**config.mk**
```make
export PLATFORM = sky130hd
export DESIGN_NAME = edge_pipeline_sequencer
export DESIGN_NICKNAME = d
export VERILOG_FILES = /design/src/rtl/edge_seq_pkg.sv /design/src/rtl/edge_seq_addr_gen.sv /design/src/rtl/edge_pipeline_sequencer.sv
export SDC_FILE = /design/constraint.sdc
export NUM_CORES = 1
export LEC_CHECK = 0
export CAP_MARGIN = 20
export CORE_MARGIN = 4
export CORE_UTILIZATION = 42
export CTS_CLUSTER_DIAMETER = 30
export DETAILED_ROUTE_END_ITERATION = 12
export PLACE_DENSITY = 0.95
export REMOVE_ABC_BUFFERS = 1
export SLEW_MARGIN = 20
export SYNTH_ARGS = -nofsm -noshare
export SYNTH_HDL_FRONTEND = slang
export SYNTH_SLANG_ARGS = --single-unit
```
**constraint.sdc**
```tcl
create_clock -name clk -period 3.3 [get_ports clk]
set_input_delay 0.33 -clock clk [delete_from_list [all_inputs] [get_ports clk]]
set_output_delay 0.33 -clock clk [all_outputs]
set_load 0.005 [all_outputs]
```
**src/rtl/edge_seq_pkg.sv**
```systemverilog
// -----------------------------------------------------------------------------
// edge_seq_pkg
// Shared definitions for the edge-detector frame sequencer:
//   - state encodings (4-bit internal; the low three bits form the debug
//     state_o view, where only ERROR maps to 7)
//   - stage indices into the stage_done / begin_* vectors
//   - address-width helper
// -----------------------------------------------------------------------------
package edge_seq_pkg;

  localparam int STAGE_COUNT   = 5;
  localparam int STG_GAUSS     = 0;
  localparam int STG_SOBEL     = 1;
  localparam int STG_STRENGTH  = 2;
  localparam int STG_DIRECTION = 3;
  localparam int STG_HYST      = 4;

  localparam int DEF_IMG_WIDTH  = 16;
  localparam int DEF_IMG_HEIGHT = 16;

  // Width of a counter that indexes n positions, never less than one bit.
  function automatic int addr_width(input int n);
    return (n > 1) ? $clog2(n) : 1;
  endfunction

  localparam int DEF_ADDR_X_W = addr_width(DEF_IMG_WIDTH);
  localparam int DEF_ADDR_Y_W = addr_width(DEF_IMG_HEIGHT);

  // DONE lives above the 3-bit range so ERROR alone reports state_o = 7;
  // DONE shows up on state_o as 0 for its single cycle.
  localparam logic [3:0] ST_IDLE      = 4'd0;
  localparam logic [3:0] ST_LOAD      = 4'd1;
  localparam logic [3:0] ST_GAUSS     = 4'd2;
  localparam logic [3:0] ST_SOBEL     = 4'd3;
  localparam logic [3:0] ST_STRENGTH  = 4'd4;
  localparam logic [3:0] ST_DIRECTION = 4'd5;
  localparam logic [3:0] ST_HYST      = 4'd6;
  localparam logic [3:0] ST_ERROR     = 4'd7;
  localparam logic [3:0] ST_DONE      = 4'd8;

  typedef enum logic [3:0] {
    SEQ_IDLE      = ST_IDLE,
    SEQ_LOAD      = ST_LOAD,
    SEQ_GAUSS     = ST_GAUSS,
    SEQ_SOBEL     = ST_SOBEL,
    SEQ_STRENGTH  = ST_STRENGTH,
    SEQ_DIRECTION = ST_DIRECTION,
    SEQ_HYST      = ST_HYST,
    SEQ_ERROR     = ST_ERROR,
    SEQ_DONE      = ST_DONE
  } seq_state_t;

endpackage

```
**src/rtl/edge_seq_addr_gen.sv**
```systemverilog
// -----------------------------------------------------------------------------
// edge_seq_addr_gen
// Raster-order x/y address counter for the convolution image buffer.
// Ports:
//   clk, reset        rising-edge clock, synchronous active-high reset
//   clear             force both addresses to 0 (wins over advance)
//   advance           step one pixel in raster order
//   addr_x, addr_y    current column / row
//   last              current address is the final pixel of the frame
// -----------------------------------------------------------------------------
module edge_seq_addr_gen #(
  parameter int IMG_WIDTH  = 16,
  parameter int IMG_HEIGHT = 16
) (
  input  logic                          clk,
  input  logic                          reset,
  input  logic                          clear,
  input  logic                          advance,
  output logic [$clog2(IMG_WIDTH)-1:0]  addr_x,
  output logic [$clog2(IMG_HEIGHT)-1:0] addr_y,
  output logic                          last
);

  localparam int XW = $clog2(IMG_WIDTH);
  localparam int YW = $clog2(IMG_HEIGHT);
  localparam logic [XW-1:0] X_MAX = XW'(IMG_WIDTH - 1);
  localparam logic [YW-1:0] Y_MAX = YW'(IMG_HEIGHT - 1);

  logic x_at_end;
  logic y_at_end;

  assign x_at_end = (addr_x == X_MAX);
  assign y_at_end = (addr_y == Y_MAX);
  assign last     = x_at_end && y_at_end;

  // NOTE: sequential state is written with non-blocking assignments only, so
  // every flop samples pre-edge values regardless of block ordering.
  always_ff @(posedge clk) begin
    if (reset || clear) begin
      addr_x <= '0;
      addr_y <= '0;
    end else if (advance) begin
      if (x_at_end) begin
        addr_x <= '0;
        // Wrapping y at the last pixel leaves the counter at (0,0) for the
        // next frame without a separate clear.
        addr_y <= y_at_end ? '0 : addr_y + 1'b1;
      end else begin
        addr_x <= addr_x + 1'b1;
      end
    end
  end

endmodule

```
**src/rtl/edge_pipeline_sequencer.sv**
```systemverilog
// -----------------------------------------------------------------------------
// edge_pipeline_sequencer
// Frame-level controller for the edge-detector datapath. Loads one frame of
// grayscale pixels into the image buffer (generating write addresses), then
// fires Gaussian, Sobel, strength, direction and hysteresis stages in order,
// waiting on each stage's done pulse, and reports frame completion.
//
// Optional feature: define EDGE_SEQ_TIMEOUT_EN to add a per-stage watchdog.
// A stage running TIMEOUT_CYCLES cycles without its done pulse sends the
// sequencer to ERROR with a sticky error flag. Without the macro ERROR is
// unreachable and stages wait indefinitely.
//
// Ports:
//   clk, reset            rising-edge clock, synchronous active-high reset
//   start, abort          host frame start / cancel
//   pixel_valid/pixel_in  upstream pixel stream; pixel_ready accepts in LOAD
//   wr_en/wr_data         image buffer write strobe and data
//   addr_x/addr_y         image buffer write address
//   stage_done[4:0]       stage done pulses (gauss, sobel, strength, dir, hyst)
//   begin_*               one-cycle stage start pulses
//   begin_write           high in LOAD
//   begin_convolution     high in GAUSS and SOBEL
//   busy                  high outside IDLE and ERROR
//   frame_done            one-cycle completion pulse
//   error                 sticky stage-timeout flag
//   state_o               3-bit debug view of the state
// -----------------------------------------------------------------------------
module edge_pipeline_sequencer
  import edge_seq_pkg::*;
#(
  parameter int IMG_WIDTH      = 16,
  parameter int IMG_HEIGHT     = 16,
  parameter int COLDepth       = 8,
  parameter int TIMEOUT_CYCLES = 65535
) (
  input  logic                          clk,
  input  logic                          reset,
  input  logic                          start,
  input  logic                          abort,
  input  logic                          pixel_valid,
  input  logic [COLDepth-1:0]           pixel_in,
  output logic                          pixel_ready,
  output logic                          wr_en,
  output logic [COLDepth-1:0]           wr_data,
  output logic [$clog2(IMG_WIDTH)-1:0]  addr_x,
  output logic [$clog2(IMG_HEIGHT)-1:0] addr_y,
  input  logic [STAGE_COUNT-1:0]        stage_done,
  output logic                          begin_write,
  output logic                          begin_convolution,
  output logic                          begin_gauss,
  output logic                          begin_sobel,
  output logic                          begin_strength,
  output logic                          begin_direction,
  output logic                          begin_hysteresis,
  output logic                          busy,
  output logic                          frame_done,
  output logic                          error,
  output logic [2:0]                    state_o
);

  logic [3:0] state_q;
  logic [3:0] state_d;
  logic       entry_q;     // first cycle in the current state
  logic       last_pixel;
  logic       timeout;
  logic       fire;        // entry cycle of a stage, not being aborted

  // ---------------------------------------------------------------------------
  // Pixel load path
  // ---------------------------------------------------------------------------
  assign pixel_ready = (state_q == ST_LOAD);
  assign wr_en       = pixel_valid && pixel_ready;
  assign wr_data     = pixel_ready ? pixel_in : '0;

  // Addresses sit at (0,0) whenever not loading, so any entry into LOAD
  // starts from the origin.
  edge_seq_addr_gen #(
    .IMG_WIDTH  (IMG_WIDTH),
    .IMG_HEIGHT (IMG_HEIGHT)
  ) u_addr_gen (
    .clk     (clk),
    .reset   (reset),
    .clear   (!pixel_ready || abort),
    .advance (wr_en),
    .addr_x  (addr_x),
    .addr_y  (addr_y),
    .last    (last_pixel)
  );

  // ---------------------------------------------------------------------------
  // Optional stage watchdog
  // ---------------------------------------------------------------------------
`ifdef EDGE_SEQ_TIMEOUT_EN
  localparam int TW = $clog2(TIMEOUT_CYCLES + 1);

  logic [TW-1:0] stage_cnt_q;
  logic          in_stage;

  assign in_stage = (state_q >= ST_GAUSS) && (state_q <= ST_HYST);
  // Counter reads k on the k-th cycle after entry, so the final allowed
  // cycle is TIMEOUT_CYCLES-1 and ERROR follows on the next edge.
  assign timeout  = in_stage && (stage_cnt_q == TW'(TIMEOUT_CYCLES - 1));
  assign error    = (state_q == ST_ERROR);

  always_ff @(posedge clk) begin
    if (reset || (state_d != state_q)) begin
      stage_cnt_q <= '0;
    end else if (in_stage) begin
      stage_cnt_q <= stage_cnt_q + 1'b1;
    end
  end
`else
  logic unused_timeout_cfg;

  assign unused_timeout_cfg = (TIMEOUT_CYCLES == 0);
  assign timeout            = 1'b0;
  assign error              = 1'b0;
`endif

  // ---------------------------------------------------------------------------
  // Next-state logic. Abort outranks everything, including start in IDLE.
  // ---------------------------------------------------------------------------
  always_comb begin
    // NOTE: the default hold assignment first means every path assigns
    // state_d, so no latch is inferred.
    state_d = state_q;
    if (abort) begin
      state_d = ST_IDLE;
    end else begin
      case (state_q)
        ST_IDLE:      if (start) state_d = ST_LOAD;
        ST_LOAD:      if (wr_en && last_pixel) state_d = ST_GAUSS;
        ST_GAUSS:     if (stage_done[STG_GAUSS]) state_d = ST_SOBEL;
                      else if (timeout) state_d = ST_ERROR;
        ST_SOBEL:     if (stage_done[STG_SOBEL]) state_d = ST_STRENGTH;
                      else if (timeout) state_d = ST_ERROR;
        ST_STRENGTH:  if (stage_done[STG_STRENGTH]) state_d = ST_DIRECTION;
                      else if (timeout) state_d = ST_ERROR;
        ST_DIRECTION: if (stage_done[STG_DIRECTION]) state_d = ST_HYST;
                      else if (timeout) state_d = ST_ERROR;
        ST_HYST:      if (stage_done[STG_HYST]) state_d = ST_DONE;
                      else if (timeout) state_d = ST_ERROR;
        ST_DONE:      state_d = ST_IDLE;
        ST_ERROR:     if (start) state_d = ST_LOAD;
        default:      state_d = ST_IDLE;
      endcase
    end
  end

  always_ff @(posedge clk) begin
    if (reset) begin
      state_q <= ST_IDLE;
      entry_q <= 1'b0;
    end else begin
      state_q <= state_d;
      entry_q <= (state_d != state_q);
    end
  end

  // ---------------------------------------------------------------------------
  // Outputs
  // ---------------------------------------------------------------------------
  assign fire = entry_q && !abort;

  assign begin_gauss       = fire && (state_q == ST_GAUSS);
  assign begin_sobel       = fire && (state_q == ST_SOBEL);
  assign begin_strength    = fire && (state_q == ST_STRENGTH);
  assign begin_direction   = fire && (state_q == ST_DIRECTION);
  assign begin_hysteresis  = fire && (state_q == ST_HYST);

  assign begin_write       = (state_q == ST_LOAD);
  assign begin_convolution = (state_q == ST_GAUSS) || (state_q == ST_SOBEL);
  assign busy              = (state_q != ST_IDLE) && (state_q != ST_ERROR);
  assign frame_done        = (state_q == ST_DONE);
  assign state_o           = state_q[2:0];

endmodule

```
Yosys cells after proc, flatten, opt, wreduce, memory -nomap -nowiden --
Cells that the tools add are included.
Word-level totals: flip-flop bits (word level) 13, logic and storage cells 49, output and inout bits 31, input port bits 18
Operators by class: equal/unequal tests 12, add/sub/neg operators 2, multiplexer cells 12, reduce and logical (&&, ||, !) cells 19
Operators with widths (count):
- 4-bit 2-to-1 mux | 10
- 4-bit case mux with 7 select lines | 1
- 4-bit by 3-bit equality test with 1-bit output (second input constant) | 4
- 4-bit equality test (second input constant) | 3
- 1-bit logical AND | 10
- 4-bit by 1-bit adder with 4-bit output (second input constant) | 2
- 4-bit by 2-bit equality test with 1-bit output (second input constant) | 2
- 8-bit 2-to-1 mux | 1
- 4-bit by 1-bit equality test with 1-bit output (second input constant) | 1
- 4-bit zero test | 1
- 4-bit by 3-bit inequality test with 1-bit output (second input constant) | 1
- 4-bit inequality test | 1
- 4-bit nonzero test | 1
- 1-bit logical OR | 3
- 1-bit zero test | 2
- 2-bit AND reduction | 1
- 2-bit OR reduction | 1

Longest topological paths before layout --
Gate-level depths: netlist of run 1.
depth after elaboration 7, depth in mapped cells 6, mapped depth without buffers 5

Cells and area by module --
Synthesis of run 1 repeated with hierarchy kept, for this count alone.
Second synthesis, totals: cell total of the unflattened synthesis 122, area total of the unflattened synthesis 945.9 um2
By module, submodules not included:
- edge_pipeline_sequencer | cells an instance 80, instances 1, area each 565.5 um2
- edge_seq_addr_gen | cells an instance 42, instances 1, area each 380.4 um2

Least setup slack after synthesis of run 1 --
Ideal clock, no wire load.
path kind reg2reg, start point register u_addr_gen.addr_x[0], end point register entry_q, clock period less this slack 1.591 ns, library setup time 0.135 ns, setup slack 1.709 ns, stages on the path, launching flop included 7, data arrival time 1.455 ns, data required time 3.165 ns, path through dfxtp_1 ha_1 and3_1 clkbuf_1 and3_1 a2111oi_0 a31oi_1
On the way: cells in the longest elaborated chain, start to end 7
Ends and longest elaborated chain:
- start: declaration | RTL line edge_seq_addr_gen.sv:19 | output logic [$clog2(IMG_WIDTH)-1:0] addr_x,
- start signal: assignment | RTL line edge_seq_addr_gen.sv:49 | addr_x <= addr_x + 1'b1;
- 4-bit equality test | RTL line edge_seq_addr_gen.sv:32 | assign x_at_end = (addr_x == X_MAX);
- 1-bit logical AND | RTL line edge_seq_addr_gen.sv:34 | assign last = x_at_end && y_at_end;
- 1-bit logical AND | RTL line edge_pipeline_sequencer.sv:132 | ST_LOAD: if (wr_en && last_pixel) state_d = ST_GAUSS;
- 4-bit 2-to-1 mux | RTL line edge_pipeline_sequencer.sv:132
- 4-bit case mux with 7 select lines | RTL line edge_pipeline_sequencer.sv:130 | case (state_q)
- 4-bit 2-to-1 mux | RTL line edge_pipeline_sequencer.sv:127 | if (abort) begin
- 4-bit inequality test | RTL line edge_pipeline_sequencer.sv:156 | entry_q <= (state_d != state_q);
- end signal: assignment | RTL line edge_pipeline_sequencer.sv:156
- end: declaration | RTL line edge_pipeline_sequencer.sv:63 | logic entry_q;
No other way between the ends. A chain may end at the register's enable or synchronous reset.

Final worst setup path of run 1 --
start point register state_q[0], end point output port wr_en
On the way: cells in the longest elaborated chain, start to end 2
Ends and longest elaborated chain:
- start: declaration | RTL line edge_pipeline_sequencer.sv:61 | logic [3:0] state_q;
- start signal: assignment | RTL line edge_pipeline_sequencer.sv:155 | state_q <= state_d;
- 4-bit by 1-bit equality test with 1-bit output | RTL line edge_pipeline_sequencer.sv:71 | assign pixel_ready = (state_q == ST_LOAD);
- 1-bit logical AND | RTL line edge_pipeline_sequencer.sv:72 | assign wr_en = pixel_valid && pixel_ready;
- end: declaration | RTL line edge_pipeline_sequencer.sv:43 | output logic wr_en,
No other way between the ends.

==> impl_metrics.env, run 1 <==
export IMPL_arrival_ps=2510
export IMPL_antenna_found_initial=0
export IMPL_clk_pin_slew_ps=70
export IMPL_grt_pass1_wl_mm=4.64
export IMPL_cts_path_max_buffers=2
export IMPL_finalMaxSlewViolations=0
export IMPL_finClkSkew_ps=1.74
export IMPL_ys_seq_area_share_pct=27.2
export IMPL_utilization_pct=64.6
export IMPL_nets=192
export IMPL_gp_congestion=0.835
export IMPL_area_growth_syn_to_layout_pct=47.7
export IMPL_max_vdd_ir_drop_v=0.000243
export IMPL_worstSetupPathType="reg2out"
export IMPL_die_w_um=55.8
export IMPL_p_clk_share_pct=30.8
export IMPL_outcome="complete, no violations"
export IMPL_power_switching_uw=73.0
export IMPL_drc=0
export IMPL_grt_start_max_net_pins=22
export IMPL_multi_input_area_um2=612
export IMPL_die_h_um=55.8
export IMPL_h_tree_depth=1
export IMPL_layout_min_cycle_time_ps=2840
export IMPL_drive_above_1_share_pct=2.92
export IMPL_dp_hpwl_mm=2.17
export IMPL_via_per_inst=5.20
export IMPL_drt_pass1_iter_count=4
export IMPL_grt_pass1_vias=950
export IMPL_start_util_pct=43.7
export IMPL_num_rows=17
export IMPL_grt_total_usage_pct=18.6
export IMPL_synth_seq_cells=13
export IMPL_cts_made_buffers=3
export IMPL_synth_top_area_cell="dfxtp_1"
export IMPL_fin_cells=199
export IMPL_antenna_left=0
export IMPL_place_inst=195
export IMPL_intPower_uw=241
export IMPL_tritoncts="done"
export IMPL_syn_cell_area_um2=958
export IMPL_clkLatencyLatePin_ps=280
export IMPL_grt_ovfl_total=0
export IMPL_end_kind="output port"
export IMPL_vias=1034
export IMPL_crit_family="simple AND/OR/NAND/NOR gates"
export IMPL_p_sw_share_pct=23.3
export IMPL_hold_violations=0
export IMPL_layout_setup_ws_ps=459
export IMPL_setup_viol=0
export IMPL_cap_violations=0
export IMPL_fmax_mhz=352
export IMPL_synth_avg_cell_area_um2=7.26
export IMPL_core_area_um2=2190
export IMPL_portBuffers=47
export IMPL_crit_chain="nor4b_4, nand2_2, inv_1, clkdlybuf4s50_1"
export IMPL_hold_ws_ps=496
export IMPL_cts_sinks=13
export IMPL_syn_inst=132
export IMPL_nFillCells=201
export IMPL_pin_count=49
export IMPL_holdCritPathClass="reg2reg"
export IMPL_ctsRootBufferMaster="clkbuf_4"
export IMPL_synth_area_leaders="dfxtp_1 27%, nor2_1 7.4%, a21oi_1 6.3%"
export IMPL_crit_required_ps=2970
export IMPL_postCtsSetupBuffers=0
export IMPL_cp_max_fo=21
export IMPL_rsz0062_at_grt="false"
export IMPL_slew_headroom_pct=50.6
export IMPL_cp_slowest_cell="nor4b_4"
export IMPL_worstMarginPinSlew_ps=737
export IMPL_drtIter0Drc=20
export IMPL_place_ws_ps=812
export IMPL_ctsHoldBuffers=0
export IMPL_path_buf_inv=2
export IMPL_routed_wl_mm=2.78
export IMPL_antenna_cells=0
export IMPL_synthDistinctLibCells=33
export IMPL_sequentialPowerShare_pct=51.3
export IMPL_comb_power_share_pct=17.9
export IMPL_pwr_density_cell_nw_per_um2=222
export IMPL_p_leak_uw=0.000492
export IMPL_cts_resized=0
export IMPL_fin_setup_tns_ps=0
export IMPL_period_share_pct=86.1
export IMPL_start_kind="flip-flop"
export IMPL_register_area_um2=260
export IMPL_max_stage_delay_ps=720
export IMPL_post_drt_wl_per_cell_um=13.9
export IMPL_synth_warning_count=0
export IMPL_dieArea_um2=3110
export IMPL_synth_top_area_share_pct=27.2
[through the flow]
| stage | cell area, µm² | total power [µW] |
|---|---|---|
| after floorplan | 883 | 183 |
| after global placement | 1390 | 219 |
| after detailed placement | 1390 | 221 |
| after CTS | 1420 | 318 |
| after global routing | 1420 | 331 |
| final | 1420 | 314 |
[per-layer routing]
layer  routed length (µm)  part of all wire [%]  vias to the layer above  GRT usage, %
met1                 1130                    41                      459          21.6
met5                    0                     0                        -             0
met2                 1440                    52                       36          34.0
li1                     -                     -                      534             -
met4                   40                   1.4                        0          6.25
met3                  158                   5.7                        5          3.02
[cells by family (layout without fill, tap and decap cells)]
kind of cell    Yosys count  in the layout  share of synthesized area, %
simple gates             71             71                          40.1
other cells               1              1                         0.391
buf+inv                  15             54                          9.01
flops                    13             13                          27.2
xor+xnor                  2              2                          1.83
compound gates           25             25                          15.8
mux                       3              3                          3.13
fa+ha+maj                 2              2                          2.61
[power by group through the flow]
stage / sequential [µW] / combinational (µW) / clock, µW
global route: 161 / 60.8 / 109
global placement: 165 / 54.7 / 0
floorplan: 164 / 18.5 / 0
CTS: 161 / 56.5 / 100
finish: 161 / 56.3 / 96.6
detailed placement: 165 / 55.9 / 0
[flip-flops by register name, indices dropped and copies added (netlist names)]
register	cells
entry_q	1
u_addr_gen.addr_x	4
u_addr_gen.addr_y	4
state_q	4
[path summary, 6_finish.rpt]
kind | from | end | slack, ps | cells past startpoint
setup / recovery | state_q[0] | wr_en | 460 | 4
hold / removal | u_addr_gen.addr_x[3] | u_addr_gen.addr_x[3] | 500 | 1
setup reg to reg | state_q[0] | u_addr_gen.addr_x[0] | 1150 | 4
hold reg to reg | u_addr_gen.addr_x[3] | u_addr_gen.addr_x[3] | 500 | 1
[cells in the mapped netlist]
cell type	count
buf_2	3
nor4_1	2
nand4_1	3
nor4b_4	1
buf_6	1
mux2i_1	3
nand3b_1	1
a2111oi_0	2
conb_1	1
o21a_1	1
nand3_1	4
nor2b_1	2
clkbuf_1	3
a211oi_1	2
buf_4	5
or3_1	3
nor2_1	19
a21oi_1	12
nand2_2	1
dfxtp_1	13
o21ai_0	3
and2_1	8
nand2_1	11
nand2b_1	9
inv_1	3
and3_1	4
a31oi_1	2
nor3_1	2
xor2_1	2
or4b_1	1
a41oi_1	1
o31ai_1	2
ha_1	2
[area by class of cell]
type                            instances  share of cell area (%)
Multi-Input combinational cell        104                    43.2
Tap cell                               28                    2.48
Inverter                                3                   0.796
Clock buffer                            4                    1.86
Timing Repair Buffer                   47                    33.2
Sequential cell                        13                    18.4
[cell usage in the layout (no fill, tap or decap), drive strengths merged, types with 4 or more instances in the layout]
master         netlist  layout
nand3                4       4
clkdlybuf4s50        0      47
nand2               12      12
dfxtp               13      13
nand2b               9       9
a21oi               12      12
clkbuf               3       4
and2                 8       8
nor2                19      19
and3                 4       4
Power figures use the tool's default switching activity.
==> run 2, diff against run 1 <==
Settings changed: CAP_MARGIN 20 to unset, CORE_UTILIZATION 42 to 45, DONT_BUFFER_PORTS set to 1, PLACE_DENSITY 0.95 to 0.72.
==> run 2 against run 1 <==
  * Combinational power down 62%
  * Sequential share of layout area is 9.2 points higher
  * Critical path depth decreased by 1
  * Largest cell class unchanged
==> impl_metrics.env, run 2 (same netlist as run 1, synthesis figures left out) <==
export IMPL_area_growth_syn_to_layout_pct=-1.57
export IMPL_holdCritPathClass="in2reg"
export IMPL_final_common_cell="nor2_1"
export IMPL_period_share_pct=72.3
export IMPL_num_rows=16
export IMPL_reg_largest_list="state_q x4, u_addr_gen.addr_x x4, u_addr_gen.addr_y x4"
export IMPL_start_util_pct=47.9
export IMPL_place_inst=147
export IMPL_rr_worst_depth=4
export IMPL_slew_headroom_pct=48.9
export IMPL_finClkSkew_ps=1.25
export IMPL_cts_resized=0
export IMPL_cp_depth=3
export IMPL_clk_pin_slew_ps=80
export IMPL_dieArea_um2=2930
export IMPL_routed_wl_mm=2.16
export IMPL_rsz0062_at_grt="false"
export IMPL_hold_violations=0
export IMPL_pin_count=49
export IMPL_crit_family="simple AND/OR/NAND/NOR gates"
export IMPL_end_kind="output port"
export IMPL_die_w_um=54.2
export IMPL_post_drt_wl_per_cell_um=14.3
export IMPL_antenna_left=0
export IMPL_die_h_um=54.2
export IMPL_multi_input_area_um2=612
export IMPL_p_leak_uw=0.000323
export IMPL_vias=874
export IMPL_register_area_um2=260
export IMPL_arrival_ps=2060
export IMPL_grt_pass1_wl_mm=3.31
export IMPL_ctsRootBufferMaster="clkbuf_4"
export IMPL_place_area_um2=917
export IMPL_outcome="complete, no violations"
export IMPL_utilization_pct=47.1
export IMPL_pwr_density_cell_nw_per_um2=300
export IMPL_cts_path_max_buffers=2
export IMPL_antenna_found_initial=0
export IMPL_postCtsSetupBuffers=0
export IMPL_fin_cells=151
export IMPL_via_per_inst=5.79
export IMPL_start_kind="flip-flop"
export IMPL_core_area_um2=2000
export IMPL_cap_violations=0
export IMPL_fin_area_um2=943
export IMPL_layout_min_cycle_time_ps=2390
export IMPL_final_cell_mix="19 x nor2_1, 13 x dfxtp_1, 12 x a21oi_1, 11 x nand2_1, 9 x nand2b_1"
export IMPL_drive_above_1_share_pct=4.03
export IMPL_ctsHoldBuffers=0
export IMPL_grt_start_max_net_pins=22
export IMPL_cp_slowest_cell="nor4b_4"
export IMPL_grt_total_usage_pct=15.1
export IMPL_hold_depth=1
export IMPL_nets=145
export IMPL_setup_viol=0
export IMPL_worstMarginPinSlew_ps=763
export IMPL_drtIter0Drc=15
export IMPL_finalMaxSlewViolations=0
export IMPL_crit_required_ps=2970
export IMPL_crit_chain="nor4b_4, nand2_2, inv_1"
export IMPL_h_tree_depth=1
export IMPL_dp_hpwl_mm=1.65
export IMPL_cts_sinks=13
export IMPL_grt_pass1_vias=752
export IMPL_path_buf_inv=1
export IMPL_cts_made_buffers=3
export IMPL_antenna_cells=0
export IMPL_hold_ws_ps=109
export IMPL_drc=0
export IMPL_clkLatencyLatePin_ps=280
export IMPL_cp_max_fo=21
export IMPL_fin_setup_tns_ps=0
export IMPL_grt_ovfl_total=0
export IMPL_max_vdd_ir_drop_v=0.000146
export IMPL_drt_pass1_iter_count=4
export IMPL_nFillCells=229
export IMPL_max_stage_delay_ps=750
export IMPL_gp_congestion=0.750
export IMPL_fmax_mhz=419
export IMPL_tritoncts="done"
export IMPL_portBuffers=0
export IMPL_reg2reg_slack_ps=1080
export IMPL_worstSetupPathType="reg2out"
-- run 2: cell types whose count changed in the layout (fill, tap and decap cells not counted), sizes merged --
cell           before  now
clkdlybuf4s50      47    0
-- run 2: metrics by stage --
step / total power (µW) / setup WS [ps]
2_1_floorplan: 183 / 1440
3_3_place_gp: 186 / 1150
3_5_place_dp: 187 / 1060
4_1_cts: 287 / 877
5_1_grt: 297 / 649
6_report: 283 / 913
-- run 2: worst reg2reg max path, cell delays in order (launching register included) --
cell and delay (ps):
dfxtp_1 710, nor4b_4 750, nand4_1 200, or3_1 350, a21oi_1 140
-- run 2: final timing paths --
path,start,end
max reg2reg,state_q[0],u_addr_gen.addr_y[3]
max,state_q[0],wr_en
min,reset,entry_q
min reg2reg,u_addr_gen.addr_x[3],u_addr_gen.addr_x[3]
-- run 2: power by group --
part	switching (µW)	internal [µW]
combinational	11.8	9.54
sequential	3.30	158
clock	53.5	47.0
total	68.6	215
-- run 2: layer usage --
metal / global-route usage [%] / wire length [µm] / up-vias
li1: - / - / 438
met1: 19.3 / 891 / 390
met2: 22.7 / 955 / 41
met3: 4.71 / 270 / 5
met4: 7.47 / 42 / 0
met5: 0 / 0 / -
-- run 2: area by class of cell --
cell class / instances / area share (%)
Clock buffer: 4 / 2.79
Sequential cell: 13 / 27.6
Inverter: 3 / 1.19
Tap cell: 27 / 3.58
Multi-Input combinational cell: 104 / 64.9
